**src/rtl/axi4l_uart_regs.sv**
```systemverilog
// AXI4-Lite register front-end for the UART core: TX push, RX pop, status and control.
// Define UART_REGS_SCRATCH_EN to build the 32-bit SCRATCH register at offset 0x10.
module axi4l_uart_regs #(
  parameter int AXI_ADDR_WIDTH = 32,
  parameter int AXI_DATA_WIDTH = 32
) (
  input  logic                      clk,
  input  logic                      rst_n,
  input  logic [AXI_ADDR_WIDTH-1:0] awaddr,
  input  logic                      awvalid,
  output logic                      awready,
  input  logic [AXI_DATA_WIDTH-1:0] wdata,
  input  logic [3:0]                wstrb,
  input  logic                      wvalid,
  output logic                      wready,
  output logic [1:0]                bresp,
  output logic                      bvalid,
  input  logic                      bready,
  input  logic [AXI_ADDR_WIDTH-1:0] araddr,
  input  logic                      arvalid,
  output logic                      arready,
  output logic [AXI_DATA_WIDTH-1:0] rdata,
  output logic [1:0]                rresp,
  output logic                      rvalid,
  input  logic                      rready,
  output logic [7:0]                tx_data,
  output logic                      tx_wr_en,
  input  logic                      tx_full,
  input  logic [7:0]                rx_data,
  output logic                      rx_rd_en,
  input  logic                      rx_empty,
  input  logic                      rx_overrun,
  output logic [2:0]                ctrl
);

  localparam logic [1:0] RESP_OKAY   = 2'b00;
  localparam logic [1:0] RESP_SLVERR = 2'b10;

  localparam logic [2:0] REG_TX      = 3'd0;
  localparam logic [2:0] REG_RX      = 3'd1;
  localparam logic [2:0] REG_STATUS  = 3'd2;
  localparam logic [2:0] REG_CTRL    = 3'd3;
`ifdef UART_REGS_SCRATCH_EN
  localparam logic [2:0] REG_SCRATCH = 3'd4;
`endif

  typedef enum logic [1:0] {W_IDLE, W_CAPT, W_RESP} w_state_e;
  typedef enum logic       {R_IDLE, R_DATA}         r_state_e;

  w_state_e w_state, w_state_next;
  r_state_e r_state, r_state_next;

  logic                      aw_hs, w_hs, ar_hs, wr_fire;
  logic                      aw_have, w_have;
  logic [2:0]                aw_sel_q, wr_sel;
  logic [AXI_DATA_WIDTH-1:0] wdata_q, wr_data;
  logic [3:0]                wstrb_q, wr_strb;
  logic                      overrun;

  logic [1:0]                wr_resp;
  logic                      tx_push, ctrl_we, ovr_clr;
  logic [1:0]                rd_resp;
  logic [AXI_DATA_WIDTH-1:0] rd_val;
  logic                      rx_pop;

`ifdef UART_REGS_SCRATCH_EN
  logic [AXI_DATA_WIDTH-1:0] scratch;
  logic                      scratch_we;
`endif

  assign aw_hs   = awvalid & awready;
  assign w_hs    = wvalid & wready;
  assign ar_hs   = arvalid & arready;
  // The write commits in the cycle its second half arrives, whichever channel that is.
  assign wr_fire = (aw_hs | aw_have) & (w_hs | w_have);

  assign wr_sel  = aw_hs ? awaddr[4:2] : aw_sel_q;
  assign wr_data = w_hs ? wdata : wdata_q;
  assign wr_strb = w_hs ? wstrb : wstrb_q;

  assign bvalid  = (w_state == W_RESP);
  assign rvalid  = (r_state == R_DATA);

  always_ff @(posedge clk) begin
    if (!rst_n) begin
      w_state <= W_IDLE;
      r_state <= R_IDLE;
    end else begin
      // NOTE: every flop uses <= so all state updates see pre-edge values, whatever the block order.
      w_state <= w_state_next;
      r_state <= r_state_next;
    end
  end

  always_comb begin
    // NOTE: default first, so no path through the case leaves the signal unassigned (no latch).
    w_state_next = w_state;
    case (w_state)
      W_IDLE, W_CAPT: begin
        if (wr_fire)            w_state_next = W_RESP;
        else if (aw_hs || w_hs) w_state_next = W_CAPT;
      end
      W_RESP:  if (bready) w_state_next = W_IDLE;
      default: w_state_next = W_IDLE;
    endcase
  end

  always_comb begin
    r_state_next = r_state;
    case (r_state)
      R_IDLE:  if (ar_hs)  r_state_next = R_DATA;
      R_DATA:  if (rready) r_state_next = R_IDLE;
      default: r_state_next = R_IDLE;
    endcase
  end

  // Write side effects are only decoded for the committing cycle.
  always_comb begin
    wr_resp = RESP_OKAY;
    tx_push = 1'b0;
    ctrl_we = 1'b0;
    ovr_clr = 1'b0;
`ifdef UART_REGS_SCRATCH_EN
    scratch_we = 1'b0;
`endif
    if (wr_fire) begin
      case (wr_sel)
        REG_TX: begin
          if (wr_strb[0]) begin
            if (tx_full) wr_resp = RESP_SLVERR;
            else         tx_push = 1'b1;
          end
        end
        REG_STATUS:  ovr_clr = wr_data[2];
        REG_CTRL:    ctrl_we = wr_strb[0];
`ifdef UART_REGS_SCRATCH_EN
        REG_SCRATCH: scratch_we = 1'b1;
`endif
        default:     wr_resp = RESP_SLVERR;
      endcase
    end
  end

  always_comb begin
    rd_resp = RESP_OKAY;
    rd_val  = '0;
    rx_pop  = 1'b0;
    case (araddr[4:2])
      REG_RX: begin
        if (rx_empty) begin
          rd_resp = RESP_SLVERR;
        end else begin
          rd_val[7:0] = rx_data;
          rx_pop      = ar_hs;
        end
      end
      REG_STATUS:  rd_val[2:0] = {overrun, rx_empty, tx_full};
      REG_CTRL:    rd_val[2:0] = ctrl;
`ifdef UART_REGS_SCRATCH_EN
      REG_SCRATCH: rd_val = scratch;
`endif
      default:     rd_resp = RESP_SLVERR;
    endcase
  end

  always_ff @(posedge clk) begin
    if (!rst_n) begin
      awready  <= 1'b0;
      wready   <= 1'b0;
      arready  <= 1'b0;
      aw_have  <= 1'b0;
      w_have   <= 1'b0;
      aw_sel_q <= '0;
      wdata_q  <= '0;
      wstrb_q  <= '0;
      bresp    <= RESP_OKAY;
      rresp    <= RESP_OKAY;
      rdata    <= '0;
      tx_wr_en <= 1'b0;
      tx_data  <= '0;
      rx_rd_en <= 1'b0;
      ctrl     <= '0;
      overrun  <= 1'b0;
    end else begin
      tx_wr_en <= 1'b0;
      rx_rd_en <= 1'b0;

      if (aw_hs)                                     awready <= 1'b0;
      else if (w_state == W_IDLE || (bvalid && bready)) awready <= 1'b1;
      if (w_hs)                                      wready  <= 1'b0;
      else if (w_state == W_IDLE || (bvalid && bready)) wready  <= 1'b1;
      if (ar_hs)                                     arready <= 1'b0;
      else if (r_state == R_IDLE || (rvalid && rready)) arready <= 1'b1;

      if (aw_hs) aw_sel_q <= awaddr[4:2];
      if (w_hs) begin
        wdata_q <= wdata;
        wstrb_q <= wstrb;
      end

      if (wr_fire) begin
        aw_have  <= 1'b0;
        w_have   <= 1'b0;
        bresp    <= wr_resp;
        tx_wr_en <= tx_push;
        if (tx_push) tx_data <= wr_data[7:0];
        if (ctrl_we) ctrl    <= wr_data[2:0];
      end else begin
        if (aw_hs) aw_have <= 1'b1;
        if (w_hs)  w_have  <= 1'b1;
      end

      // A new overrun outranks a simultaneous W1C clear.
      if (rx_overrun)   overrun <= 1'b1;
      else if (ovr_clr) overrun <= 1'b0;

      if (ar_hs) begin
        rdata    <= rd_val;
        rresp    <= rd_resp;
        rx_rd_en <= rx_pop;
      end
    end
  end

`ifdef UART_REGS_SCRATCH_EN
  always_ff @(posedge clk) begin
    if (!rst_n) begin
      scratch <= '0;
    end else if (scratch_we) begin
      for (int i = 0; i < 4; i++) begin
        if (wr_strb[i]) scratch[8*i +: 8] <= wr_data[8*i +: 8];
      end
    end
  end
`endif

  // Address bits outside [4:2] and unused data/strobe lanes are intentionally ignored.
  logic unused_inputs;
  assign unused_inputs = ^{awaddr, araddr, wdata, wstrb, wdata_q, wstrb_q};

endmodule

```
**config.mk**
```make
export PLATFORM = sky130hd
export DESIGN_NAME = axi4l_uart_regs
export DESIGN_NICKNAME = d
export VERILOG_FILES = /design/src/rtl/axi4l_uart_regs.sv
export SDC_FILE = /design/constraint.sdc
export NUM_CORES = 1
export LEC_CHECK = 0
export ABC_AREA = 0
export CORE_UTILIZATION = 45
export DETAILED_ROUTE_END_ITERATION = 7
export DONT_BUFFER_PORTS = 1
export HOLD_SLACK_MARGIN = 0.08
export SYNTH_ARGS = -nofsm -noshare
export SYNTH_HDL_FRONTEND = slang
export SYNTH_SLANG_ARGS = --single-unit
```
**constraint.sdc**
```tcl
create_clock -name clk -period 2 [get_ports clk]
set_clock_uncertainty 0.2 [all_clocks]
set_input_delay 0.3 -clock clk [delete_from_list [all_inputs] [get_ports clk]]
set_output_delay 0.3 -clock clk [all_outputs]
set_load 0.005 [all_outputs]
```
==> summary.txt <==
Status
  – Status: complete, but fails checks
  – Failing checks: setup timing

Global routing
  – Initial antenna violation count: 0
  – Grt ovf: 0
  – Vias in the first global route: 1519
  – Largest net degree at the start of global routing: 17
  – Global-route wire length before repair: 7.02 mm
  – Tot GR Track Use: 20.7%

Pwr
  – Reg power frac: 50.5%
  – Int Power: 1.41 mW
  – Max VDD drop: 0.431 mV
  – PwrDens: 716 nW/um2
  – Switching Fraction: 23.6%
  – Total Power: 1.85 mW
  – Power share of the clock group: 36.0%
  – Sw Pwr: 0.437 mW
  – Comb pwr share: 13.5%
  – Static leakage: 1.12 nW

Placement
  – Area post-placement: 1970 um2
  – Global placement routability congestion: 0.745
  – PortBufs: 0
  – Dpl cells: 264
  – HPWL Detailed: 3.04 mm

Setup path
  – CP Max Fanout: 6
  – Kind of critical path: flip-flop to flip-flop
  – Worst path required time: 1990 ps
  – CP startpoint kind: flip-flop
  – R2R depth: 4
  – Reg-to-reg slack, setup: -10 ps
  – Arrival @ worst endpoint: 2000 ps
  – Crit Reg-Reg Endpoint: tx_data[6]
  – Worst r2r src: awready
  – CP Capture Type: flip-flop

Yosys
  – Fraction of registers with async set/reset: 0%
  – Mapped Cells: 216
  – Post-synthesis cell type count: 40
  – Main synth FF type: dfxtp_1
  – FF+latch count, synth: 44
  – Register area share after synthesis: 44.1%
  – EDFF count, synth: 0
  – Synth Warn #: 0
  – Synth Area per Inst: 9.24 um2
  – Mapped Area: 2000 um2

Final layout
  – Fraction of layout cells with a size suffix above 1: 14.3%
  – # fillers: 357
  – Commonest cells after routing, fill and taps aside: 48 x dlygate4sd3_1, 42 x dfxtp_1, 26 x conb_1
  – Post-route cell area: 2580 um2
  – Antenna diode count: 0
  – Most common cell after layout, fill and taps aside: dlygate4sd3_1
  – Synth-to-Final Area Change: 29.5%
  – Nets: 389
  – Post-route insts no fill: 322

Floorplanning
  – Die area: 4710 um2
  – Core Region: 4120 um2
  – Cell Rows: 23
  – Die width: 68.6 um
  – Initial Util: 48.5%
  – Total I/O pin count: 172
  – Die height: 68.6 um

Timing
  – Worst slew pin tran: 695 ps
  – Slew Viols, Final: 0
  – Hold Fails Final Rpt: 0
  – Slew HR: 53.5%
  – Final setup vio count: 5
  – Max Freq: 0.497 GHz
  – Final period util: 101%
  – Final min period: 2010 ps
  – Setup slack after layout: -13.8 ps

Clock network
  – CTS tree: done
  – Clock H-tree levels: 2
  – Clock Pin Slew Worst Setup and Hold Paths: 80 ps
  – Root Buffer: clkbuf_8
  – Worst-Skew Late Latency: 290 ps
  – Total CTS buffers: 5
  – CTS sink cnt: 44
  – CTS max path bufs: 2

Hold path
  – Hold depth: 3
  – HP Start: rst_n
  – Hold Path Class: input pin to flip-flop
  – WHS Endpoint: rdata[0]

Route
  – # DRC: 0
  – Vias per inst: 5.02
  – 1st-pass router iterations: 4
  – Total number of vias: 1615
  – Antenna Nets Post-Route: 0
  – Routed WL per cell: 15.3 um
  – Routed wire length: 4.91 mm
  – Initial drt markers: 46

Run
  – Max cap viols: 0
-- worst max-delay path by stage --
stage,start,endpoint,slack [ps],cells after the start
after CTS,awready,tx_data[5],1,4
after global routing,awready,tx_data[7],-30,4
final,awready,tx_data[6],-10,4
after detailed placement,awready,tx_data[5],8,4
after floorplan,awready,tx_data[3],6,5
after global placement,awvalid,tx_data[5],30,4
-- cells in the mapped netlist (all sizes together), types with 2 or more instances --
cell    instances  area [um2]
and2            8        51.3
clkbuf          5        18.8
nand2          26        97.6
mux2i          10         100
mux2           11         143
buf            30         233
and3            2        13.8
inv             7        26.3
dfxtp          44         881
nand3           5        25.0
a22o            5        43.8
nand2b          5        31.3
a21oi          15        75.1
a211o           2        17.5
nor2           14        52.6
nor3            3        15.0
o21ai           5        25.0
-- metrics by stage --
step / utilization [%] / setup TNS, ps / worst slack (ps) / hold slack, ps
floorplan: - / 0 / 6.26 / 226
global placement: 47.8 / 0 / 31.4 / 227
detailed placement: 47.8 / 0 / 7.66 / 229
CTS: 62.1 / 0 / 1.27 / 89.4
global route: 62.8 / -226 / -34.8 / 119
finish: 62.8 / -38.5 / -13.8 / 101
-- critical path, stage by stage, from the launching register on --
cell and delay, ps:
dfxtp_2 340, a211o_1 290, a2bb2oi_1 140, or4_4 600
mux2_4 330
-- sequential cells by signal (all words and copies together), names as in the netlist, 2 cells and up --
signal	count
rdata	8
tx_data	8
wdata_q	8
aw_sel_q	3
ctrl	3
w_state	2
-- final cells by class --
class                      instances  area, um2  share of cell area (%)
multi-input combinational        154        945                    36.6
sequential                        44        883                    34.2
timing repair buffer              58        556                    21.5
clock buffer                       6       72.6                    2.81
tap                               50       62.6                    2.42
clock inverter                     2       35.0                    1.36
inverter                           8       30.0                    1.16
-- timing repair --
action / CTS / global route
resized for setup: 0 / 5
setup buffers: 0 / 2
hold buffers: 48 / 0
hold endpoints to repair: 42 / 0
endpoints found under the setup margin: 0 / 12
-- power groups by stage --
stage          combinational, mW  sequential (mW)  clock [mW]
3_3_place_gp               0.166            0.951           0
4_1_cts                    0.236            0.933       0.683
5_1_grt                    0.274            0.939       0.713
2_1_floorplan              0.180            0.948           0
6_report                   0.249            0.935       0.667
3_5_place_dp               0.173            0.953           0
-- metal layers --
layer  GRT usage [%]  vias up  part of all wire [%]
met3            6.74        9                   6.8
met4            7.03        0                   1.3
li1                -      788                     -
met5               0        -                     0
met1            23.4      761                    41
met2            36.4       57                    51
-- cells by family after synthesis --
| kind of cell | share of synthesized area, % |
|---|---|
| simple gates | 16.4 |
| flops | 44.1 |
| buf+inv | 14.1 |
| compound gates | 13.0 |
| mux | 12.2 |
| other cells | 0.188 |
Power figures use the tool's default switching activity.
